===== src/rtl/sum_pkg.sv =====
// Shared definitions for the sum_fifo block.
// Holds the default geometry, the entry layout {idx, sum} and a pointer-width helper.
package sum_pkg;

   localparam int SUM_DEPTH_DEF = 4;
   localparam int SUM_W_DEF     = 4;

   // One stored adder result; idx occupies the upper half of the packed word.
   typedef struct packed {
      logic [SUM_W_DEF-1:0] idx;
      logic [SUM_W_DEF-1:0] sum;
   } sum_entry_t;

   // Pointer width for a given depth (at least one bit).
   function automatic int ptr_bits(input int depth);
      return (depth > 1) ? $clog2(depth) : 1;
   endfunction

endpackage


===== src/rtl/sum_fifo_mem.sv =====
// Storage array for sum_fifo: DEPTH words of EW bits.
// One synchronous write port and one asynchronous read port, so the FIFO head
// reaches the outputs without an extra register stage. Contents are not reset.
module sum_fifo_mem #(
   parameter int DEPTH = 4,
   parameter int EW    = 8,
   parameter int AW    = 2
) (
   input  logic          clk,
   input  logic          wr_en,
   input  logic [AW-1:0] wr_addr,
   input  logic [EW-1:0] wr_data,
   input  logic [AW-1:0] rd_addr,
   output logic [EW-1:0] rd_data
);

   logic [EW-1:0] mem [DEPTH];

   // Write the incoming entry at the write pointer.
   always_ff @(posedge clk) begin
      if (wr_en) begin
         mem[wr_addr] <= wr_data;
      end
   end

   assign rd_data = mem[rd_addr];

endmodule


===== src/rtl/sum_fifo.sv =====
// sum_fifo: result FIFO behind a pipelined adder.
// Stores {idx, sum} pairs, presents the head entry directly from storage, and
// flags (stickily) any result dropped while full. Defining SUM_FIFO_ACC_EN adds
// the acc port: a wrapping running sum of every popped out_sum.
module sum_fifo
   import sum_pkg::*;
#(
   parameter int DEPTH = SUM_DEPTH_DEF,
   parameter int W     = SUM_W_DEF
) (
   input  logic                   clk,
   input  logic                   reset_L,
   input  logic                   in_valid,
   input  logic [W-1:0]           sum30_dd,
   input  logic [W-1:0]           idx_dd,
   input  logic                   out_ready,
   output logic                   out_valid,
   output logic [W-1:0]           out_sum,
   output logic [W-1:0]           out_idx,
   output logic [$clog2(DEPTH):0] count,
   output logic                   full,
   output logic                   empty,
   output logic                   overflow
`ifdef SUM_FIFO_ACC_EN
   ,
   output logic [2*W-1:0]         acc
`endif
);

   localparam int AW = ptr_bits(DEPTH);
   localparam int CW = $clog2(DEPTH) + 1;
   localparam int EW = 2 * W;

   logic [AW-1:0] wr_ptr_reg;
   logic [AW-1:0] rd_ptr_reg;
   logic [CW-1:0] count_reg;
   logic [CW-1:0] count_next;
   logic          overflow_reg;
   logic          push;
   logic          pop;
   logic [EW-1:0] head;

   // Head is valid whenever anything is stored; no bypass from the input.
   assign out_valid = (count_reg != '0);
   assign empty     = ~out_valid;
   assign full      = (count_reg == CW'(DEPTH));
   assign count     = count_reg;
   assign overflow  = overflow_reg;

   // A pop frees a slot in the same cycle, so a full FIFO can still accept.
   assign pop  = out_valid & out_ready;
   assign push = in_valid & (~full | pop);

   // Head fields come straight from storage and read as zero when empty.
   assign out_idx = out_valid ? head[EW-1:W] : '0;
   assign out_sum = out_valid ? head[W-1:0]  : '0;

   sum_fifo_mem #(
      .DEPTH (DEPTH),
      .EW    (EW),
      .AW    (AW)
   ) u_mem (
      .clk     (clk),
      .wr_en   (push),
      .wr_addr (wr_ptr_reg),
      .wr_data ({idx_dd, sum30_dd}),
      .rd_addr (rd_ptr_reg),
      .rd_data (head)
   );

   // Occupancy update: simultaneous push and pop leaves the count unchanged.
   always_comb begin
      count_next = count_reg;
      unique case ({push, pop})
         2'b10:   count_next = count_reg + CW'(1);
         2'b01:   count_next = count_reg - CW'(1);
         default: count_next = count_reg;
      endcase
   end

   // Pointers, count and the sticky overflow flag.
   always_ff @(posedge clk or negedge reset_L) begin
      if (!reset_L) begin
         wr_ptr_reg   <= '0;
         rd_ptr_reg   <= '0;
         count_reg    <= '0;
         overflow_reg <= 1'b0;
      end else begin
         if (push) begin
            wr_ptr_reg <= wr_ptr_reg + AW'(1);
         end
         if (pop) begin
            rd_ptr_reg <= rd_ptr_reg + AW'(1);
         end
         count_reg <= count_next;
         // A valid input that could not be pushed was dropped.
         if (in_valid && !push) begin
            overflow_reg <= 1'b1;
         end
      end
   end

`ifdef SUM_FIFO_ACC_EN
   logic [EW-1:0] acc_reg;

   assign acc = acc_reg;

   // Accumulate each popped sum, wrapping at the accumulator width.
   always_ff @(posedge clk or negedge reset_L) begin
      if (!reset_L) begin
         acc_reg <= '0;
      end else if (pop) begin
         acc_reg <= acc_reg + {{W{1'b0}}, out_sum};
      end
   end
`endif

endmodule


===== config.mk =====
export PLATFORM = sky130hd
export DESIGN_NAME = sum_fifo
export DESIGN_NICKNAME = d
export VERILOG_FILES = /design/src/rtl/sum_pkg.sv /design/src/rtl/sum_fifo_mem.sv /design/src/rtl/sum_fifo.sv
export SDC_FILE = /design/constraint.sdc
export NUM_CORES = 1
export LEC_CHECK = 0
export CAP_MARGIN = 30
export CORE_MARGIN = 4
export CORE_UTILIZATION = 51
export CTS_CLUSTER_DIAMETER = 60
export CTS_CLUSTER_SIZE = 8
export DETAILED_ROUTE_END_ITERATION = 10
export GPL_TIMING_DRIVEN = 0
export PLACE_DENSITY = 0.76
export SETUP_SLACK_MARGIN = 0.5
export SLEW_MARGIN = 20
export SYNTH_ARGS = -nofsm -noshare
export SYNTH_HDL_FRONTEND = slang
export SYNTH_SLANG_ARGS = --single-unit
export TNS_END_PERCENT = 100

===== constraint.sdc =====
create_clock -name clk -period 3.39 [get_ports clk]
set_clock_uncertainty 0.15 [all_clocks]
set_input_delay 0.678 -clock clk [delete_from_list [all_inputs] [get_ports clk]]
set_output_delay 0.678 -clock clk [all_outputs]
set_load 0.05 [all_outputs]

==> impl_metrics.yaml, run 1 <==
outcome:
  status: "finished clean"
layout:
  multi_input_comb_area_um2: 488
  area_growth_pct: 20.9
  register_area_um2: 1160
  final_cells: 170
  drive_gt1_frac: 0.262
  num_antenna_cells: 0
  largest_reg_flops: 32
  stdcell_area_um2: 2060
  nFillCells: 245
  nNetsFinal: 143
critical_path:
  path_cells: "buf_6, mux4_2, and2_1, dlygate4sd2_1"
  worst-setup-path-type: "reg2out"
  cp.arrival_ns: 1.98
  critPathMaxStageDelay_ns: 0.50
  crit_fanout: 10
  slowest_stage: "mux4_2"
  crit_required_ns: 2.56
  cp-end-kind: "output port"
  worstSetupStartpointType: "flip-flop"
detailed_routing:
  dr_wl_met2_um: 1450
  wirelength_um: 2720
  drt-pass1-iter-count: 2
  dr_wl_met3_um: 129
  wl_per_cell_um: 16.0
  vias: 838
  drt-initial-drc-count: 18
  drtAntennaViolNets: 0
  drcViolationCount: 0
  top_layer: "met4"
  via_per_inst: 4.93
  wl_met1_um: 1070
synthesis:
  synth_compound_area_frac: 0.0118
  synthSimpleGateAreaFrac: 0.0714
  syn_area_um2: 1700
  syn_inst: 92
  yosysWarnings: 0
  synth_cell_types: 20
  synthAdderAreaFrac: 0.0486
  synth_nets: 110
  synth.avg_cell_area_um2: 18.5
  synth_top_family_by_area: "multiplexers"
  synth_edf_count: 32
  synthFlopType: "edfxtp_1"
  synth.area.mux_share: 0.121
  ys_ff_latch: 40
  synth_xor_area_frac: 0.0309
  async_reset_ff_frac: 0.200
  ys_seq_area_frac: 0.683
global_routing:
  antenna_found_initial: 0
  first_global_vias: 895
  grt_pass1_wl_um: 4350
  track_usage: 0.148
  grt_overflow_total: 0
  grt_max_degree: 13
clock_tree:
  cts_tree: "yes"
  numCtsBuffers: 5
  cts.clk_slew.worst_paths_ns: 0.11
  cts_setup_buffers: 0
  cts_max_level: 2
  cts_max_path_buffers: 2
  clk_latency_ns: 0.35
  cts_num_sinks: 40
  cts_root_buffer: "clkbuf_4"
timing:
  finalSetupTns_ns: 0
  finalHoldViolCount: 0
  rsz0062_at_grt: "false"
  setup_viol: 0
  tightest_slew_ns: 0.513
  worst_slack_ns: 0.585
  final_max_slew_viol_count: 0
  relSlewSlack: 0.657
  fmax_mhz: 357
  finalCriticalPeriod_ns: 2.80
  fin_crit_sh: 0.827
floorplan:
  num_rows: 20
  die_x_um: 65.7
  dieArea_um2: 4320
  initial_core_util: 0.544
  io_pins: 27
  core_um2: 3130
  die_h_um: 65.7
place:
  place.detailed.hpwl_um: 1960
  io_buffer_count: 26
  dpl_cell_area_um2: 2020
  place_congestion: 0.698
  numPlacedInstances: 162
  pre_cts_slack_ns: 0.632
hold_path:
  hold_class: "reg2reg"
run:
  maxCapViolCount: 0
[placed cells by master, fill, tap and decap left out, types with 2 or more instances in the layout]
cell             instances
and2_2                   4
xor2_1                   3
nor2_1                   2
dfrtp_1                  8
clkbuf_2                 5
and2_1                   8
clkdlybuf4s50_1         16
ha_1                     5
edfxtp_1                32
buf_6                    2
clkinv_2                 2
xnor2_1                  3
inv_1                    8
clkbuf_4                 5
mux4_2                   8
dlygate4sd2_1            6
[area by class of cell]
type,instances,share of cell area
buffer,3,0.0134
clock buffer,6,0.0250
clock inverter,2,0.00487
inverter,8,0.0146
multi-input combinational,41,0.237
sequential,40,0.565
tap,44,0.0268
timing repair buffer,26,0.113
[per-stage QoR]
step	hold slack, ns	utilization
floorplan	0.232	-
global placement	0.307	0.646
detailed placement	0.334	0.646
CTS	0.360	0.662
global route	0.385	0.657
finish	0.355	0.657
[routing by layer]
| metal | up-vias | track usage |
|---|---|---|
| li1 | 403 | - |
| met1 | 411 | 0.148 |
| met2 | 15 | 0.260 |
| met3 | 9 | 0.0632 |
| met4 | 0 | 0.0699 |
| met5 | - | 0 |
[critical path: cells and delay by family, from the launching register on]
family | cells | cell delay [ns]
buf+inv | 2 | 0.60
flops | 1 | 0.36
mux | 1 | 0.50
simple gates | 1 | 0.16
[logic make-up (layout without fill, tap and decap cells)]
family | count (synthesis) | count (layout)
mux | 10 | 10
flops | 40 | 40
simple gates | 17 | 17
buf+inv | 11 | 45
compound gates | 2 | 2
xor+xnor | 6 | 6
fa+ha+maj | 6 | 6
[worst paths after layout]
kind / endpoint / slack, ns / cells past startpoint / start
max: out_idx[1] / 0.59 / 4 / rd_ptr_reg[0]$_DFFE_PN0P_
min: overflow$_DFFE_PN0P_ / 0.36 / 1 / overflow$_DFFE_PN0P_
min reg2reg: overflow$_DFFE_PN0P_ / 0.36 / 1 / overflow$_DFFE_PN0P_
max reg2reg: count[2]$_DFFE_PN0P_ / 1.16 / 9 / count[0]$_DFFE_PN0P_
min in group asynchronous: rd_ptr_reg[1]$_DFFE_PN0P_ / 0.45 / 1 / reset_L
max in group asynchronous: overflow$_DFFE_PN0P_ / 2.35 / 1 / reset_L
[cell usage after synthesis (2+ instances only)]
library cell	n	area, um^2
inv_1	8	30.0
and2_2	4	30.0
nor2_1	2	7.51
ha_1	5	62.6
xor2_1	3	26.3
xnor2_1	3	26.3
mux4_2	8	180
and2_1	8	50.1
edfxtp_1	32	961
dfrtp_1	8	200
buf_6	2	22.5
[timing repair]
| action | 4_1_cts | 5_1_grt |
|---|---|---|
| setup endpoints to repair | 10 | 4 |
| gates resized for setup | 10 | 8 |
| pin swaps | 0 | 0 |
| hold buffers | 0 | 0 |
Power of run 1 is not shown: default switching activity piles up to over one toggle a cycle in this logic, so the estimate is an artifact.
==> run 2: changes to the inputs <==
Clock period 3.39 ns to 2.9 ns, I/O delays scaled along.
==> run 2 against run 1 <==
  * Register-to-register slack got worse by 0.44 ns
  * Via count rose by 7.4%
  * Critical path depth rose by 1
  * Worst setup slack got worse by 0.17 ns
  * First-iteration DRC count rose to 2.8 times the previous value
  * Die area did not move
  * Utilization rose by 5.7 points
  * Sequential share of layout area fell by 4.4 points
  * Count of clock-buffer cells in the layout did not move
  * Global-route usage rose by 1.6 points
  * Final cell count rose by 3.5%
==> impl_metrics.yaml, run 2 (synthesized netlist as in run 1, its figures left out) <==
outcome:
  status: "finished clean"
timing:
  finalSetupTns_ns: 0
  final_max_slew_viol_count: 0
  rsz0062_at_grt: "true"
  relSlewSlack: 0.669
  finalHoldViolCount: 0
  finalCriticalPeriod_ns: 2.49
  fmax_mhz: 402
  tightest_slew_ns: 0.494
  setup_viol: 0
  fin_crit_sh: 0.858
layout:
  layout_common_cells: "32 x edfxtp_1, 15 x clkdlybuf4s50_1, 9 x buf_8, 8 x mux4_2, 8 x and2_4"
  register_area_um2: 1160
  nNetsFinal: 149
  final_common_cell: "edfxtp_1"
  nFillCells: 213
  largest_reg_flops: 32
  multi_input_comb_area_um2: 523
  num_antenna_cells: 0
  final_cells: 176
  drive_gt1_frac: 0.455
  area_growth_pct: 31.4
detailed_routing:
  via_per_inst: 5.11
  vias: 900
  wirelength_um: 2920
  wl_per_cell_um: 16.6
  drt-initial-drc-count: 51
  drtAntennaViolNets: 0
  drt-pass1-iter-count: 3
  drcViolationCount: 0
place:
  place.detailed.hpwl_um: 2000
  io_buffer_count: 26
  place_congestion: 0.812
  numPlacedInstances: 162
clock_tree:
  cts_num_sinks: 40
  cts.clk_slew.worst_paths_ns: 0.11
  hold_buffers: 0
  cts_tree: "yes"
  numCtsBuffers: 5
  cts_max_level: 2
  cts_root_buffer: "clkbuf_4"
  cts_max_path_buffers: 2
  clk_latency_ns: 0.34
global_routing:
  first_global_vias: 1015
  antenna_found_initial: 0
  grt_pass1_wl_um: 4970
  grt_overflow_total: 0
  grt_max_degree: 13
  track_usage: 0.163
critical_path:
  crit_required_ns: 2.17
  crit_fanout: 8
  worst-setup-path-type: "reg2out"
  cp.arrival_ns: 1.76
  cp-end-kind: "output port"
  rr_worst_depth: 9
  worstSetupStartpointType: "flip-flop"
floorplan:
  dieArea_um2: 4320
  die_h_um: 65.7
  initial_core_util: 0.544
  io_pins: 27
  die_x_um: 65.7
  core_um2: 3130
  num_rows: 20
run:
  maxCapViolCount: 0
hold_path:
  hold_class: "reg2reg"
  min_path_cells: 1
==> run 2: cell count changes in the layout (fill, tap and decap cells not counted), moves of 6 or more <==
cell	delta
buf_8	+9
and2_1	-8
and2_4	+8
dlygate4sd2_1	-6
==> run 2: layout make-up <==
| cell class | instances | share of cell area |
|---|---|---|
| Clock inverter | 2 | 0.0157 |
| Timing Repair Buffer | 32 | 0.158 |
| Sequential cell | 40 | 0.521 |
| Inverter | 8 | 0.0134 |
| Buffer | 3 | 0.0140 |
| Tap cell | 44 | 0.0246 |
| Clock buffer | 6 | 0.0185 |
| Multi-Input combinational cell | 41 | 0.234 |
==> run 2: per-stage QoR <==
step	hold slack (ns)	cell area [um^2]	setup slack [ns]	utilization
2_1_floorplan	0.134	1720	0.309	-
3_3_place_gp	0.299	2030	0.292	0.649
3_5_place_dp	0.308	2030	0.239	0.649
4_1_cts	0.333	2140	0.334	0.686
5_1_grt	0.356	2230	0.335	0.714
6_report	0.328	2230	0.411	0.714
==> run 2: final timing paths <==
kind                                            from                        end  slack [ns]
hold / removal                  overflow$_DFFE_PN0P_       overflow$_DFFE_PN0P_        0.33
setup / recovery           rd_ptr_reg[0]$_DFFE_PN0P_                 out_sum[0]        0.41
min in group asynchronous                    reset_L  rd_ptr_reg[1]$_DFFE_PN0P_        0.37
setup reg to reg                count[1]$_DFFE_PN0P_       count[2]$_DFFE_PN0P_        0.72
hold reg to reg                 overflow$_DFFE_PN0P_       overflow$_DFFE_PN0P_        0.33
max in group asynchronous                    reset_L       count[1]$_DFFE_PN0P_        1.92
==> run 2: metal layers <==
layer | GRT usage | share of wire | up-vias
li1 | - | - | 413
met1 | 0.177 | 0.39 | 465
met2 | 0.285 | 0.55 | 17
met3 | 0.0581 | 0.037 | 5
met4 | 0.0699 | 0.019 | 0
met5 | 0 | 0 | -
==> run 2: repair_timing <==
item,CTS,global route
gates cloned,0,0
endpoints found under the setup margin,11,10
endpoints found under the hold margin,0,0
pin swaps,1,7
setup buffers,6,0
gates resized for setup,62,30
==> run 2: critical path: stages (launching register included) <==
cell and delay, ns:
dfrtp_1 0.39, buf_8 0.15, buf_4 0.11, mux4_2 0.47, and2_4 0.15, buf_8 0.14
Power of run 2 is left out for the same reason.
==> run 3: changes to the inputs <==
Settings changed: ABC_AREA from default to 1, PLACE_DENSITY 0.76 to 0.75.
==> run 3 against run 2 <==
  * Routed wire length is 31% higher
  * Critical endpoint is now empty
  * Utilization is 1.8 points lower
  * Final area is 7.3% higher
  * Sequential share of layout area is 3.5 points lower
  * Largest cell class unchanged
  * Highest routed layer unchanged
  * Synthesized cell count is 100% higher
  * Register-to-register slack hardly changed
  * Area after synthesis is 11% higher
  * Die area is 9.4% higher
  * Global-route usage is 2.2 points higher
  * Count of clock-buffer cells in the layout stayed put
==> impl_metrics.yaml, run 3 <==
detailed_routing:
  drcViolationCount: 0
  wl_per_cell_um: 14.3
  drt-pass1-iter-count: 4
  drt-initial-drc-count: 75
  via_per_inst: 5.00
  vias: 1344
  wirelength_um: 3840
  drtAntennaViolNets: 0
clock_tree:
  numCtsBuffers: 5
  clk_latency_ns: 0.29
  cts_num_sinks: 40
  cts_tree: "yes"
  hold_buffers: 0
  cts_root_buffer: "clkbuf_8"
  cts_max_level: 2
  cts.clk_slew.worst_paths_ns: 0.08
  cts_max_path_buffers: 2
place:
  place.detailed.hpwl_um: 2660
  io_buffer_count: 26
  pre_cts_slack_ns: 0.246
  numPlacedInstances: 260
  place_congestion: 0.723
layout:
  largest_reg_flops: 32
  drive_gt1_frac: 0.188
  layout_common_cells: "48 x inv_1, 45 x nand2_1, 32 x edfxtp_1, 18 x nand3_1, 15 x clkdlybuf4s50_1"
  nNetsFinal: 240
  area_growth_pct: 27.4
  final_common_cell: "inv_1"
  num_antenna_cells: 0
  final_core_util: 0.696
  final_cells: 269
synthesis:
  synthFlopType: "edfxtp_1"
  synth_cell_types: 22
  yosysWarnings: 0
  ys_seq_area_frac: 0.617
  synthTopCellsByCount: "48 x inv_1, 46 x nand2_1, 32 x edfxtp_1"
  synth_area_leaders: "edfxtp_1 51%, dfrtp_1 11%, inv_1 9.6%, nand2_1 9.2%, nand3_1 5.1%"
  synth.avg_cell_area_um2: 10.0
  async_reset_ff_frac: 0.200
  synth_nets: 206
  synth.most_common_cell: "inv_1"
  yosysTopAreaCellShare: 0.511
  synth_edf_count: 32
  ys_ff_latch: 40
  syn_area_um2: 1880
  syn_inst: 188
  synth_largest_area_cell: "edfxtp_1"
run:
  maxCapViolCount: 0
timing:
  relSlewSlack: 0.422
  final_max_slew_viol_count: 0
  worst_slack_ns: 0.550
  rsz0062_at_grt: "false"
  finalHoldViolCount: 0
  fmax_mhz: 426
  setup_viol: 0
  finalCriticalPeriod_ns: 2.35
  tightest_slew_ns: 0.864
  fin_crit_sh: 0.810
  finalSetupTns_ns: 0
critical_path:
  crit_required_ns: 2.17
  ff2ff_setup_slack_ns: 0.73
  crit_start: "count[0]$_DFFE_PN0P_"
  r2r_end: "count[2]$_DFFE_PN0P_"
  crit_fanout: 9
  worst-setup-path-type: "reg2out"
  worstSetupStartpointType: "flip-flop"
  rr_worst_depth: 10
  setup.worst_path.end: "empty"
  cp.arrival_ns: 1.62
  r2r_start: "count[0]$_DFFE_PN0P_"
  cp-end-kind: "output port"
floorplan:
  initial_core_util: 0.547
  dieArea_um2: 4730
  die_h_um: 68.7
  io_pins: 27
  die_x_um: 68.7
  num_rows: 21
  core_um2: 3440
global_routing:
  grt_overflow_total: 0
  first_global_vias: 1347
  grt_max_degree: 14
  antenna_found_initial: 0
  grt_pass1_wl_um: 6040
  track_usage: 0.185
outcome:
  status: "finished clean"
hold_path:
  hold_class: "reg2reg"
run 3: critical path, stage by stage, from the launching register on:
cell and delay, ns:
dfrtp_2 0.45, nor2_1 0.21, nand2_2 0.12, inv_4 0.22
buf_2 0.31
run 3: worst min path at each step:
stage	startpoint	end	slack, ns	cells past startpoint
after detailed placement	overflow$_DFFE_PN0P_	overflow$_DFFE_PN0P_	0.31	1
after global routing	overflow$_DFFE_PN0P_	overflow$_DFFE_PN0P_	0.39	1
after floorplan	reset_L	count[0]$_DFFE_PN0P_	0.13	0
after CTS	overflow$_DFFE_PN0P_	overflow$_DFFE_PN0P_	0.33	1
final	overflow$_DFFE_PN0P_	overflow$_DFFE_PN0P_	0.33	1
after global placement	overflow$_DFFE_PN0P_	overflow$_DFFE_PN0P_	0.31	1
run 3: per-stage QoR:
stage          instance area (um^2)  hold slack [ns]
2_1_floorplan                  1980            0.134
3_3_place_gp                   2300            0.307
3_5_place_dp                   2300            0.311
4_1_cts                        2380            0.331
5_1_grt                        2400            0.385
6_report                       2400            0.325
run 3: final cells by class:
cell class / count / area, um^2
Tap cell: 46 / 57.6
Inverter: 50 / 195
Timing Repair Buffer: 27 / 225
Multi-Input combinational cell: 94 / 588
Fill cell: 268 / 1040
Clock inverter: 2 / 38.8
Clock buffer: 6 / 82.6
Buffer: 4 / 45.0
Sequential cell: 40 / 1160
run 3: what timing repair did:
action | CTS | global route
endpoints found under the hold margin | 0 | 0
setup endpoints to repair | 11 | 18
setup buffers | 0 | 1
pin swaps | 0 | 1
resized for setup | 46 | 6
run 3: kinds of logic (layout without fill, tap and decap cells):
group | count (synthesis) | count (layout) | share of synthesized area
AO/OA/AOI/OAI | 11 | 11 | 0.0306
AND/OR/NAND/NOR | 75 | 75 | 0.173
buffers and inverters | 54 | 89 | 0.126
flip-flops | 40 | 40 | 0.617
XOR/XNOR | 2 | 2 | 0.00931
adder cells (fa/ha/maj) | 6 | 6 | 0.0439
run 3: layer usage:
metal / vias up / global-route usage / share of wire / routed length [um]
met1: 665 / 0.207 / 0.40 / 1540
met5: - / 0 / 0 / 0
met3: 6 / 0.0502 / 0.042 / 163
met4: 0 / 0.0925 / 0.015 / 59
li1: 651 / - / - / -
met2: 22 / 0.324 / 0.54 / 2070
Power of run 3 is left out for the same reason.
